[src/rtl/rst_sequencer.sv]
`default_nettype none
// ============================================================================
//  Module   : rst_sequencer
//  Purpose  : Merges board reset, a debounced pushbutton and a soft-reset
//             handshake into ordered, stretched active-low reset releases:
//             sensor interface, then flight controller, then ESC/motor drive.
//             Any new reset event re-asserts every output on the same edge.
//  Revision : 1.0 - initial release
// ----------------------------------------------------------------------------
//  Ports
//    clk         in   system clock, all flops on posedge
//    RST_n       in   board reset, asynchronous assert, active-low
//    PB_n        in   raw pushbutton, active-low, asynchronous and bouncy
//    soft_req    in   soft-reset request level from the command processor
//    soft_ack    out  one-cycle pulse when a soft request is accepted
//    rst_sens_n  out  sensor-interface reset, active-low
//    rst_flt_n   out  flight-controller reset, active-low
//    rst_esc_n   out  ESC/motor reset, active-low
//    rst_done    out  high once all three stages are released
// ============================================================================
module rst_sequencer #(
    parameter int DB_CYCLES = 16,
    parameter int STRETCH   = 64,
    parameter int STAGE_DLY = 8
) (
    input  logic clk,
    input  logic RST_n,
    input  logic PB_n,
    input  logic soft_req,
    output logic soft_ack,
    output logic rst_sens_n,
    output logic rst_flt_n,
    output logic rst_esc_n,
    output logic rst_done
);

    localparam int CNT_MAX = (STRETCH > STAGE_DLY) ? STRETCH : STAGE_DLY;
    localparam int CW      = $clog2(CNT_MAX + 1);
    localparam int DW      = $clog2(DB_CYCLES + 1);

    localparam logic [CW-1:0] C_STRETCH_LAST = CW'(STRETCH - 1);
    localparam logic [CW-1:0] C_STAGE_LAST   = CW'(STAGE_DLY - 1);
    localparam logic [DW-1:0] C_DB_LAST      = DW'(DB_CYCLES - 1);

    typedef enum logic [1:0] {
        HOLD = 2'd0,
        SENS = 2'd1,
        FLT  = 2'd2,
        ESC  = 2'd3
    } state_t;

    // ------------------------------------------------------------------
    // Board reset retiming: asserts asynchronously, releases after two
    // clock edges so every downstream flop leaves reset on the same edge.
    // ------------------------------------------------------------------
    logic [1:0] r_rst_sync;
    logic       w_rst_int_n;

    always_ff @(posedge clk or negedge RST_n) begin
        if (!RST_n) begin
            r_rst_sync <= 2'b00;
        end else begin
            r_rst_sync <= {r_rst_sync[0], 1'b1};
        end
    end

    assign w_rst_int_n = r_rst_sync[1];

    // ------------------------------------------------------------------
    // Pushbutton: two-flop synchronizer followed by a run-length filter.
    // The synchronizer flops reset to the released level so a reset
    // release never looks like a press.
    // ------------------------------------------------------------------
    logic          r_pb_meta;
    logic          r_pb_sync;
    logic          r_pb_deb;
    logic [DW-1:0] r_db_cnt;

    always_ff @(posedge clk or negedge w_rst_int_n) begin
        if (!w_rst_int_n) begin
            r_pb_meta <= 1'b1;
            r_pb_sync <= 1'b1;
            r_pb_deb  <= 1'b1;
            r_db_cnt  <= '0;
        end else begin
            r_pb_meta <= PB_n;
            r_pb_sync <= r_pb_meta;
            if (r_pb_sync != r_pb_deb) begin
                // DB_CYCLES-th consecutive disagreeing sample flips the state
                if (r_db_cnt == C_DB_LAST) begin
                    r_pb_deb <= r_pb_sync;
                    r_db_cnt <= '0;
                end else begin
                    r_db_cnt <= r_db_cnt + DW'(1);
                end
            end else begin
                r_db_cnt <= '0;
            end
        end
    end

    // ------------------------------------------------------------------
    // Soft-reset handshake. The arm flag is set from the raw request so a
    // request that is already high when reset releases is never accepted
    // until it has been observed low; acceptance uses the registered copy.
    // ------------------------------------------------------------------
    logic r_req;
    logic r_arm;
    logic w_accept;
    logic w_event;

    assign w_accept = r_req & r_arm;
    assign w_event  = w_accept | ~r_pb_deb;

    always_ff @(posedge clk or negedge w_rst_int_n) begin
        if (!w_rst_int_n) begin
            r_req    <= 1'b0;
            r_arm    <= 1'b0;
            soft_ack <= 1'b0;
        end else begin
            r_req    <= soft_req;
            soft_ack <= w_accept;
            if (!soft_req) begin
                r_arm <= 1'b1;
            end else if (w_accept) begin
                r_arm <= 1'b0;
            end
        end
    end

    // ------------------------------------------------------------------
    // Release sequencer. Outputs are updated together with the state they
    // decode, so a reset event drops all stages on one edge.
    // ------------------------------------------------------------------
    state_t        r_state;
    logic [CW-1:0] r_cnt;

    always_ff @(posedge clk or negedge w_rst_int_n) begin
        if (!w_rst_int_n) begin
            r_state    <= HOLD;
            r_cnt      <= '0;
            rst_sens_n <= 1'b0;
            rst_flt_n  <= 1'b0;
            rst_esc_n  <= 1'b0;
            rst_done   <= 1'b0;
        end else if (w_event) begin
            r_state    <= HOLD;
            r_cnt      <= '0;
            rst_sens_n <= 1'b0;
            rst_flt_n  <= 1'b0;
            rst_esc_n  <= 1'b0;
            rst_done   <= 1'b0;
        end else begin
            case (r_state)
                HOLD: begin
                    if (r_cnt == C_STRETCH_LAST) begin
                        r_state    <= SENS;
                        r_cnt      <= '0;
                        rst_sens_n <= 1'b1;
                    end else begin
                        r_cnt <= r_cnt + CW'(1);
                    end
                end
                SENS: begin
                    if (r_cnt == C_STAGE_LAST) begin
                        r_state   <= FLT;
                        r_cnt     <= '0;
                        rst_flt_n <= 1'b1;
                    end else begin
                        r_cnt <= r_cnt + CW'(1);
                    end
                end
                FLT: begin
                    if (r_cnt == C_STAGE_LAST) begin
                        r_state   <= ESC;
                        r_cnt     <= '0;
                        rst_esc_n <= 1'b1;
                        rst_done  <= 1'b1;
                    end else begin
                        r_cnt <= r_cnt + CW'(1);
                    end
                end
                ESC: begin
                    r_state <= ESC;
                end
                default: begin
                    r_state    <= HOLD;
                    r_cnt      <= '0;
                    rst_sens_n <= 1'b0;
                    rst_flt_n  <= 1'b0;
                    rst_esc_n  <= 1'b0;
                    rst_done   <= 1'b0;
                end
            endcase
        end
    end

endmodule
`default_nettype wire

[config.mk]
export PLATFORM = sky130hd
export DESIGN_NAME = rst_sequencer
export DESIGN_NICKNAME = d
export VERILOG_FILES = /design/src/rtl/rst_sequencer.sv
export SDC_FILE = /design/constraint.sdc
export NUM_CORES = 1
export LEC_CHECK = 0
export ABC_AREA = 1
export BUFFER_PORTS_ARGS = -buffer_cell sky130_fd_sc_hd__buf_2
export CAP_MARGIN = 20
export CORE_MARGIN = 2
export CORE_UTILIZATION = 50
export CTS_CLUSTER_SIZE = 12
export DETAILED_ROUTE_END_ITERATION = 8
export GPL_TIMING_DRIVEN = 1
export PLACE_DENSITY = 0.7
export SYNTH_ARGS = -nofsm -noshare
export SYNTH_HDL_FRONTEND = slang
export SYNTH_SLANG_ARGS = --single-unit
[constraint.sdc]
create_clock -name clk -period 1.23 [get_ports clk]
set_input_delay 0.1845 -clock clk [delete_from_list [all_inputs] [get_ports clk]]
set_output_delay 0.1845 -clock clk [all_outputs]
set_load 0.1 [all_outputs]
==> results of run 1 <==
final timing paths:
kind / from / to / slack, ps
min reg2reg: r_rst_sync[1]$_DFF_PN0_ / r_cnt[1]$_DFFE_PN0P_ / 130
min: r_rst_sync[1]$_DFF_PN0_ / r_cnt[1]$_DFFE_PN0P_ / 130
max reg2reg: r_state[1]$_DFFE_PN0P_ / r_cnt[4]$_DFFE_PN0P_ / -120
max: r_state[1]$_DFFE_PN0P_ / r_cnt[4]$_DFFE_PN0P_ / -120
min in group clk: r_pb_meta$_DFF_PN1_ / r_pb_sync$_DFF_PN1_ / 370
max in group asynchronous: r_rst_sync[1]$_DFF_PN0_ / r_pb_sync$_DFF_PN1_ / 640
flip-flops by register name, summed over array words and instances, names as in the netlist:
signal / flops
rst_sens_n: 1
r_state: 2
rst_done: 1
rst_flt_n: 1
r_pb_meta: 1
soft_ack: 1
r_rst_sync: 2
r_pb_sync: 1
r_pb_deb: 1
r_db_cnt: 5
r_cnt: 7
r_req: 1
r_arm: 1
routing by layer:
| metal | GRT usage [%] | vias to the layer above |
|---|---|---|
| met2 | 36.4 | 20 |
| met3 | 1.69 | 5 |
| met4 | 10.3 | 0 |
| met1 | 25.6 | 476 |
| met5 | 0 | - |
| li1 | - | 490 |
critical path, cell delays in order (launching register included):
cell,delay [ps]
dfrtp_1,410
inv_2,100
ha_4,220
nor2_4,120
nand3_4,130
clkinv_4,80
nor2_1,40
o21ai_1,100
inv_1,40
report_power, final:
part | internal, W | total (W) | switching [W]
logic | 0.0000349 | 0.0000835 | 0.0000486
registers | 0.000845 | 0.000862 | 0.0000172
clock network | 0.000122 | 0.000362 | 0.000240
total | 0.00100 | 0.00131 | 0.000305
kinds of logic after synthesis:
family | share of synthesized area [%]
xor gates and xnor gates | 1.44
buffers and inverters | 6.67
AOI/OAI and AO/OA | 5.75
and+or+nand+nor | 28.0
adders and majority gates | 6.16
other | 0.308
DFF | 51.6
through the flow:
step | hold WS, ps | util (%)
final | 129 | 73.2
after global routing | 155 | 73.2
after CTS | 136 | 70.3
after detailed placement | -27.3 | 66.0
after global placement | -29.5 | 66.0
after floorplan | -111 | -
cell type report:
class                           instances  share of cell area, %
Sequential cell                        25                   38.2
Multi-Input combinational cell         95                   37.8
Timing Repair Buffer                   24                   15.5
Inverter                               19                   4.70
Tap cell                               28                   2.12
Clock buffer                            3                   1.36
Clock inverter                          1                  0.303
repair_timing:
| item | CTS | global route |
|---|---|---|
| hold buffers | 3 | 0 |
| buffers inserted | 0 | 3 |
| endpoints found under the hold margin | 4 | 0 |
| setup endpoints to repair | 9 | 13 |
| gates resized for setup | 9 | 15 |
| pin swaps | 8 | 4 |
placed cells by master (no fill, tap or decap), types with 2 or more instances in the layout:
cell and instances:
a21oi_1 3, a21oi_2 3, buf_12 6, buf_2 3, buf_4 12, clkbuf_4 3
clkinv_2 2, dfrtp_1 21, dfstp_2 3, dlygate4sd3_1 3, ha_2 3, ha_4 3
inv_1 12, inv_2 5, nand2_1 24, nand2_2 8, nand2_4 3, nand3_1 6
nand3_2 4, nor2_1 16, nor2_2 4, nor2_4 2, o21ai_0 2, o21ai_1 4
o21ai_2 2
==> flow_summary.ini, run 1 <==
[global_route]
antenna_found_initial = 0
grt_pass1_vias = 987
grtUsageTotal_pct = 20.9
grt_max_degree = 19
grt-ovfl-total = 0
grt_pass1_wl_mm = 4.15

[critical_path]
worstPathArrival_ps = 1570
worstSetupStartpointType = register
worstPathRequired_ps = 1450
critical_path_class = reg2reg
r2r_cells = 8
path_max_fanout = 7
cp-end-kind = register

[layout]
layout.nets = 178
diodes = 0
seq_area_sq_um = 631
layout-area-overhead-vs-synth_pct = 35.4
fin_area_sq_um = 1650
finalNonFillerCells = 195
multi_input_area_sq_um = 624
n_fill_cell = 162
drive_above_1_share_pct = 41.3

[placement]
postPlaceCellArea_sq_um = 1490
io_buffers = 8
gp_congestion = 0.872
dpl.hpwl_mm = 1.87
dp.cells = 186
dpl_worst_slack_ps = -86.7

[synthesis]
ys_top_cells_by_area = dfrtp_1 45%, nand2_1 9.2%, dfstp_2 6.5%
ys_types = 25
synth_nets = 150
synth_top_cell_by_area = dfrtp_1
synth_top_area_share_pct = 45.2
synth_commonest_cells = 30 x nand2_1, 22 x dfrtp_1, 18 x nor2_1
synth_edf_count = 0
syn_area_per_cell_sq_um = 8.70
yosysSeqAreaShare_pct = 51.6
ys.warnings.count = 0
ys_ff_latch = 25
syn_inst = 140
async_flop_share_pct = 100
syn_area_sq_um = 1220
synthFlopType = dfrtp_1
yosysMostFrequentCell = nand2_1

[detailed_routing]
via_per_inst = 5.08
top_layer_used = met4
drt-met1-wl_mm = 1.03
drtPass1Iterations = 4
final_antenna_net_count = 0
post_drt_wl_per_cell_um = 13.0
drtIter0Drc = 10
routed_wl_mm = 2.54
vias = 991
drc = 0
wl_met2_mm = 1.36
wl_met3_um = 94

[floorplan]
ioPinCount = 9
initial_core_util_pct = 54.1
fp.dieH_um = 53.4
core_area_sq_um = 2250
die_w_um = 53.4
rows = 17
die-area_sq_um = 2850

[pwr]
power_density_nw_per_um2 = 792
ir_drop_v = 0.000911
finalPower_w = 0.00131
p_leak_nw = 0.742

[timing]
fmax_ghz = 0.743
rsz0062_at_grt = true
setup_tns_ps = -702
min_period_ps = 1350
setup_ws_ps = -115
report.final.slew_viol_count = 0
clock_skew_ps = 9.00
hold_violations = 0
timing.final.crit_share_pct = 109
setup_viol = 9

[cts]
clockBufferDepth = 2
cts_root_buffer = clkbuf_4
clkTransAtPathRegs_ps = 130
clkLatencyLatePin_ps = 320
htree_num_levels = 1
cts_tree = built
clock_sinks = 25
cts_buffers = 3

[worst_hold_path]
worstHoldPathType = reg2async

[run_status]
violations = negative setup slack
outcome = complete, but fails checks

[flow_run]
drv_cap = 0
Power figures use the tool's default switching activity.
==> run 2, diff against run 1 <==
--- a/config.mk
+++ b/config.mk
@@ -14,6 +14,7 @@
 export DETAILED_ROUTE_END_ITERATION = 8
 export GPL_TIMING_DRIVEN = 1
 export PLACE_DENSITY = 0.7
+export SKIP_LAST_GASP = 1
 export SYNTH_ARGS = -nofsm -noshare
 export SYNTH_HDL_FRONTEND = slang
 export SYNTH_SLANG_ARGS = --single-unit
==> run 2 against run 1 <==
Compared with the run above: the flow still finishes with violations (negative setup slack); clock power about the same; sequential power about the same; clock skew unchanged; sequential share of layout area unchanged; worst hold slack unchanged; combinational power about the same; utilization unchanged; register-to-register slack about the same; first-iteration DRC count unchanged; flip-flop and latch count unchanged; critical endpoint unchanged; largest cell class unchanged.
==> flow_summary.ini, run 2 (synthesized netlist as in run 1, its figures left out) <==
[run_status]
outcome = complete, but fails checks
violations = negative setup slack

[floorplan]
core_area_sq_um = 2250
initial_core_util_pct = 54.1
ioPinCount = 9
die-area_sq_um = 2850
rows = 17
fp.dieH_um = 53.4
die_w_um = 53.4

[global_route]
grtUsageTotal_pct = 20.9
grt_pass1_wl_mm = 4.15
grt_pass1_vias = 987
grt-ovfl-total = 0
antenna_found_initial = 0
grt_max_degree = 19

[layout]
final_common_cell = nand2_1
final_util_pct = 73.2
fin_area_sq_um = 1650
n_fill_cell = 162
largestRegisters = r_cnt x7, r_db_cnt x5
layout.nets = 178
finalNonFillerCells = 195
regMostFlops = r_cnt
multi_input_area_sq_um = 624
layout-area-overhead-vs-synth_pct = 35.4
diodes = 0
largest_reg_flops = 7
drive_above_1_share_pct = 41.3
final_cell_mix = 24 x nand2_1, 21 x dfrtp_1, 16 x nor2_1
seq_area_sq_um = 631

[cts]
cts_tree = built
cts_buffers = 3
cts_root_buffer = clkbuf_4
clkLatencyLatePin_ps = 320
clockBufferDepth = 2
clkTransAtPathRegs_ps = 130
htree_num_levels = 1
clock_sinks = 25

[timing]
report.final.slew_viol_count = 0
hold_violations = 0
fmax_ghz = 0.743
setup_ws_ps = -115
holdWs_ps = 129
timing.final.crit_share_pct = 109
rsz0062_at_grt = true
clock_skew_ps = 9.00
setup_viol = 9
min_period_ps = 1350

[placement]
dpl.hpwl_mm = 1.87
gp_congestion = 0.872
io_buffers = 8
postPlaceCellArea_sq_um = 1490
dp.cells = 186

[critical_path]
worstPathArrival_ps = 1570
critical_path_class = reg2reg
path_max_fanout = 7
cp-end-kind = register
worstSetupStartpointType = register
worstPathRequired_ps = 1450

[worst_hold_path]
worstHoldPathType = reg2async

[detailed_routing]
final_antenna_net_count = 0
wl_met2_mm = 1.36
via_per_inst = 5.08
wl_met3_um = 94
drt-met1-wl_mm = 1.03
drtPass1Iterations = 4
drc = 0
vias = 991
post_drt_wl_per_cell_um = 13.0
routed_wl_mm = 2.54
drtIter0Drc = 10
top_layer_used = met4

[pwr]
p_leak_nw = 0.742
finalPower_w = 0.00131
power_density_nw_per_um2 = 792
ir_drop_v = 0.000911

[flow_run]
drv_cap = 0
run 2: cell counts in the layout (fill, tap and decap cells not counted):
No cell type changed its count.
run 2: timing repair:
item | in CTS | in global routing
hold buffers | 3 | 0
endpoints found under the setup margin | 9 | 13
resized for setup | 9 | 15
pin swaps | 8 | 4
setup buffers | 0 | 3
endpoints found under the hold margin | 4 | 0
run 2: through the flow:
step | TNS, ps | setup WS, ps
floorplan | -30.9 | -30.0
global placement | -126 | -40.5
detailed placement | -473 | -86.7
CTS | -556 | -110
global route | -1480 | -227
finish | -702 | -115
run 2: where the power goes:
group	switching, W	internal (W)
registers	0.0000172	0.000845
logic	0.0000486	0.0000349
clock network	0.000240	0.000122
run 2: worst paths after layout:
kind | startpoint | end | slack, ps | cells past startpoint
max | r_state[1]$_DFFE_PN0P_ | r_cnt[4]$_DFFE_PN0P_ | -120 | 8
min reg2reg | r_rst_sync[1]$_DFF_PN0_ | r_cnt[1]$_DFFE_PN0P_ | 130 | 0
min in group clk | r_pb_meta$_DFF_PN1_ | r_pb_sync$_DFF_PN1_ | 370 | 0
max reg2reg | r_state[1]$_DFFE_PN0P_ | r_cnt[4]$_DFFE_PN0P_ | -120 | 8
min | r_rst_sync[1]$_DFF_PN0_ | r_cnt[1]$_DFFE_PN0P_ | 130 | 0
max in group asynchronous | r_rst_sync[1]$_DFF_PN0_ | r_pb_sync$_DFF_PN1_ | 640 | 1
run 2: layout make-up:
| cell class | instances | area share [%] |
|---|---|---|
| Inverter | 19 | 4.70 |
| Clock inverter | 1 | 0.303 |
| Clock buffer | 3 | 1.36 |
| Timing Repair Buffer | 24 | 15.5 |
| Tap cell | 28 | 2.12 |
| Sequential cell | 25 | 38.2 |
| Multi-Input combinational cell | 95 | 37.8 |
run 2: critical path, stage by stage (launching register included):
cell	delay [ps]
dfrtp_1	410
inv_2	100
ha_4	220
nor2_4	120
nand3_4	130
clkinv_4	80
nor2_1	40
o21ai_1	100
inv_1	40
run 2: per-layer routing:
layer  GRT usage [%]  vias to the layer above
li1                -                      490
met1            25.6                      476
met3            1.69                        5
met4            10.3                        0
met2            36.4                       20
met5               0                        -
==> run 3, diff against run 2 <==
--- a/config.mk
+++ b/config.mk
@@ -12,7 +12,8 @@
 export CORE_UTILIZATION = 50
 export CTS_CLUSTER_SIZE = 12
 export DETAILED_ROUTE_END_ITERATION = 8
-export GPL_TIMING_DRIVEN = 1
+export GPL_TIMING_DRIVEN = 0
+export MAX_ROUTING_LAYER = met4
 export PLACE_DENSITY = 0.7
 export SKIP_LAST_GASP = 1
 export SYNTH_ARGS = -nofsm -noshare
==> run 3 against run 2 <==
Compared with the run above: clock skew fell by 6.2 ps; cell count fell by 2.1%; the run still ends with negative setup slack left; highest routed layer unchanged; die area did not move; first-iteration DRC count rose by 60%; worst hold slack improved by 11 ps; largest power group unchanged; sequential power rose by 0.9%; worst setup slack got worse by 19 ps; critical path depth did not move.
==> flow_summary.ini, run 3 (synthesized netlist as in run 1, its figures left out) <==
[timing]
fmax_ghz = 0.733
rsz0062_at_grt = true
setup_tns_ps = -541
clock_skew_ps = 2.77
hold_violations = 0
timing.final.crit_share_pct = 111
setup_viol = 10
report.final.slew_viol_count = 0
min_period_ps = 1360
setup_ws_ps = -134
max_slew.worst_pin.slew_ps = 502
max_slew_margin_pct = 66.5
holdWs_ps = 140

[detailed_routing]
post_drt_wl_per_cell_um = 12.9
drc = 0
final_antenna_net_count = 0
drtPass1Iterations = 5
routed_wl_mm = 2.46
vias = 980
drtIter0Drc = 16
via_per_inst = 5.13

[global_route]
grt_max_degree = 24
grt-ovfl-total = 0
antenna_found_initial = 0
grt_pass1_wl_mm = 4.15
grt_pass1_vias = 1017
grtUsageTotal_pct = 20.6

[floorplan]
core_area_sq_um = 2250
ioPinCount = 9
die_w_um = 53.4
die-area_sq_um = 2850
fp.dieH_um = 53.4
rows = 17
initial_core_util_pct = 54.1

[layout]
largest_reg_flops = 7
layout.nets = 174
final_cell_mix = 28 x nand2_1, 20 x dfrtp_1, 14 x nor2_1
final_common_cell = nand2_1
largestRegisters = r_cnt x7, r_db_cnt x5
fin_area_sq_um = 1560
regMostFlops = r_cnt
diodes = 0
drive_above_1_share_pct = 36.8
layout-area-overhead-vs-synth_pct = 27.7
n_fill_cell = 192

[critical_path]
critical_path_class = reg2reg
cp_slowest_cell = dfrtp_1
cp-end-kind = register
worstSetupStartpointType = register
worstPathArrival_ps = 1600
crit_chain = inv_2 > ha_4 > nor2_4 > nand3_4 > clkinv_4 > nor2_2 > o21ai_1 > inv_1
worst_path_largest_cell_delay_ps = 410
path_max_fanout = 7
worstPathRequired_ps = 1470

[run_status]
outcome = complete, but fails checks
violations = negative setup slack

[cts]
htree_num_levels = 1
cts_buffers = 3
clkLatencyLatePin_ps = 320
clockBufferDepth = 2
cts_tree = built
cts_root_buffer = clkbuf_4
clkTransAtPathRegs_ps = 140
clock_sinks = 25

[placement]
dpl.hpwl_mm = 1.70
gp_congestion = 0.880
io_buffers = 8
postPlaceCellArea_sq_um = 1330
dpl_worst_slack_ps = -151

[pwr]
ir_drop_v = 0.000834
p_leak_nw = 0.702
finalPower_w = 0.00131
power_density_nw_per_um2 = 845

[flow_run]
drv_cap = 0

[worst_hold_path]
worstHoldPathType = in2async
[run 3: cell count changes in the layout (fill, tap and decap cells not counted), moves of 2 or more]
| cell | change |
|---|---|
| nand2_2 | -4 |
| nor2_1 | -2 |
| ha_2 | -2 |
| ha_1 | +2 |
| nand2_1 | +4 |
| o21ai_2 | -2 |
| nor2_2 | +2 |
| buf_12 | -5 |
| o21ai_1 | +2 |
[run 3: what timing repair did]
item	in CTS	in global routing
setup endpoints to repair	15	16
setup buffers	5	3
gates resized for setup	14	15
hold buffers	3	0
hold endpoints to repair	4	0
pin swaps	4	3
[run 3: area by class of cell]
type / instances / area (sq um) / area share [%]
multi-input cells: 95 / 616 / 39.5
repair buffers: 19 / 155 / 9.97
inverters: 19 / 77.6 / 4.98
flip-flops and latches: 25 / 632 / 40.6
well taps: 28 / 35.0 / 2.25
clock buffers: 3 / 22.5 / 1.45
plain buffers: 1 / 11.3 / 0.723
clock inverters: 1 / 7.51 / 0.482
[run 3: per-layer routing]
metal | track usage (%) | vias to the layer above | routed length, um
met5 | - | - | 0
met2 | 37.4 | 13 | 1300
met1 | 22.8 | 480 | 1090
met4 | 6.41 | 0 | 31
li1 | - | 483 | -
met3 | 3.39 | 4 | 42
[run 3: power by group]
group          leakage (nW)  switching (W)  internal [W]
Combinational         0.366      0.0000379     0.0000248
Clock                0.0139       0.000258      0.000124
Sequential            0.322      0.0000246      0.000845
[run 3: worst max-delay path: cells and delay by family (launching register included)]
kind	cells	cell delay, ps
AOI/OAI and AO/OA	1	100
and+or+nand+nor	3	300
DFF	1	410
buffers and inverters	3	250
adders and majority gates	1	220
[run 3: path summary, 6_finish.rpt]
check / from / endpoint / slack [ps] / depth (start not counted)
worst max-delay path: r_state[1]$_DFFE_PN0P_ / r_cnt[4]$_DFFE_PN0P_ / -130 / 8
worst min-delay path: RST_n / r_rst_sync[1]$_DFF_PN0_ / 140 / 2
worst max register to register: r_state[1]$_DFFE_PN0P_ / r_cnt[4]$_DFFE_PN0P_ / -130 / 8
worst min register to register: r_rst_sync[1]$_DFF_PN0_ / r_arm$_DFFE_PN0P_ / 240 / 0
max in group asynchronous: r_rst_sync[1]$_DFF_PN0_ / rst_done$_DFFE_PN0P_ / 630 / 0
min in group clk: r_pb_meta$_DFF_PN1_ / r_pb_sync$_DFF_PN1_ / 370 / 0
[run 3: stage by stage]
stage               cells  util, %
global route          191     69.0
detailed placement    176     58.8
global placement      176     58.8
CTS                   188     65.5
finish                191     69.0
floorplan             140        -
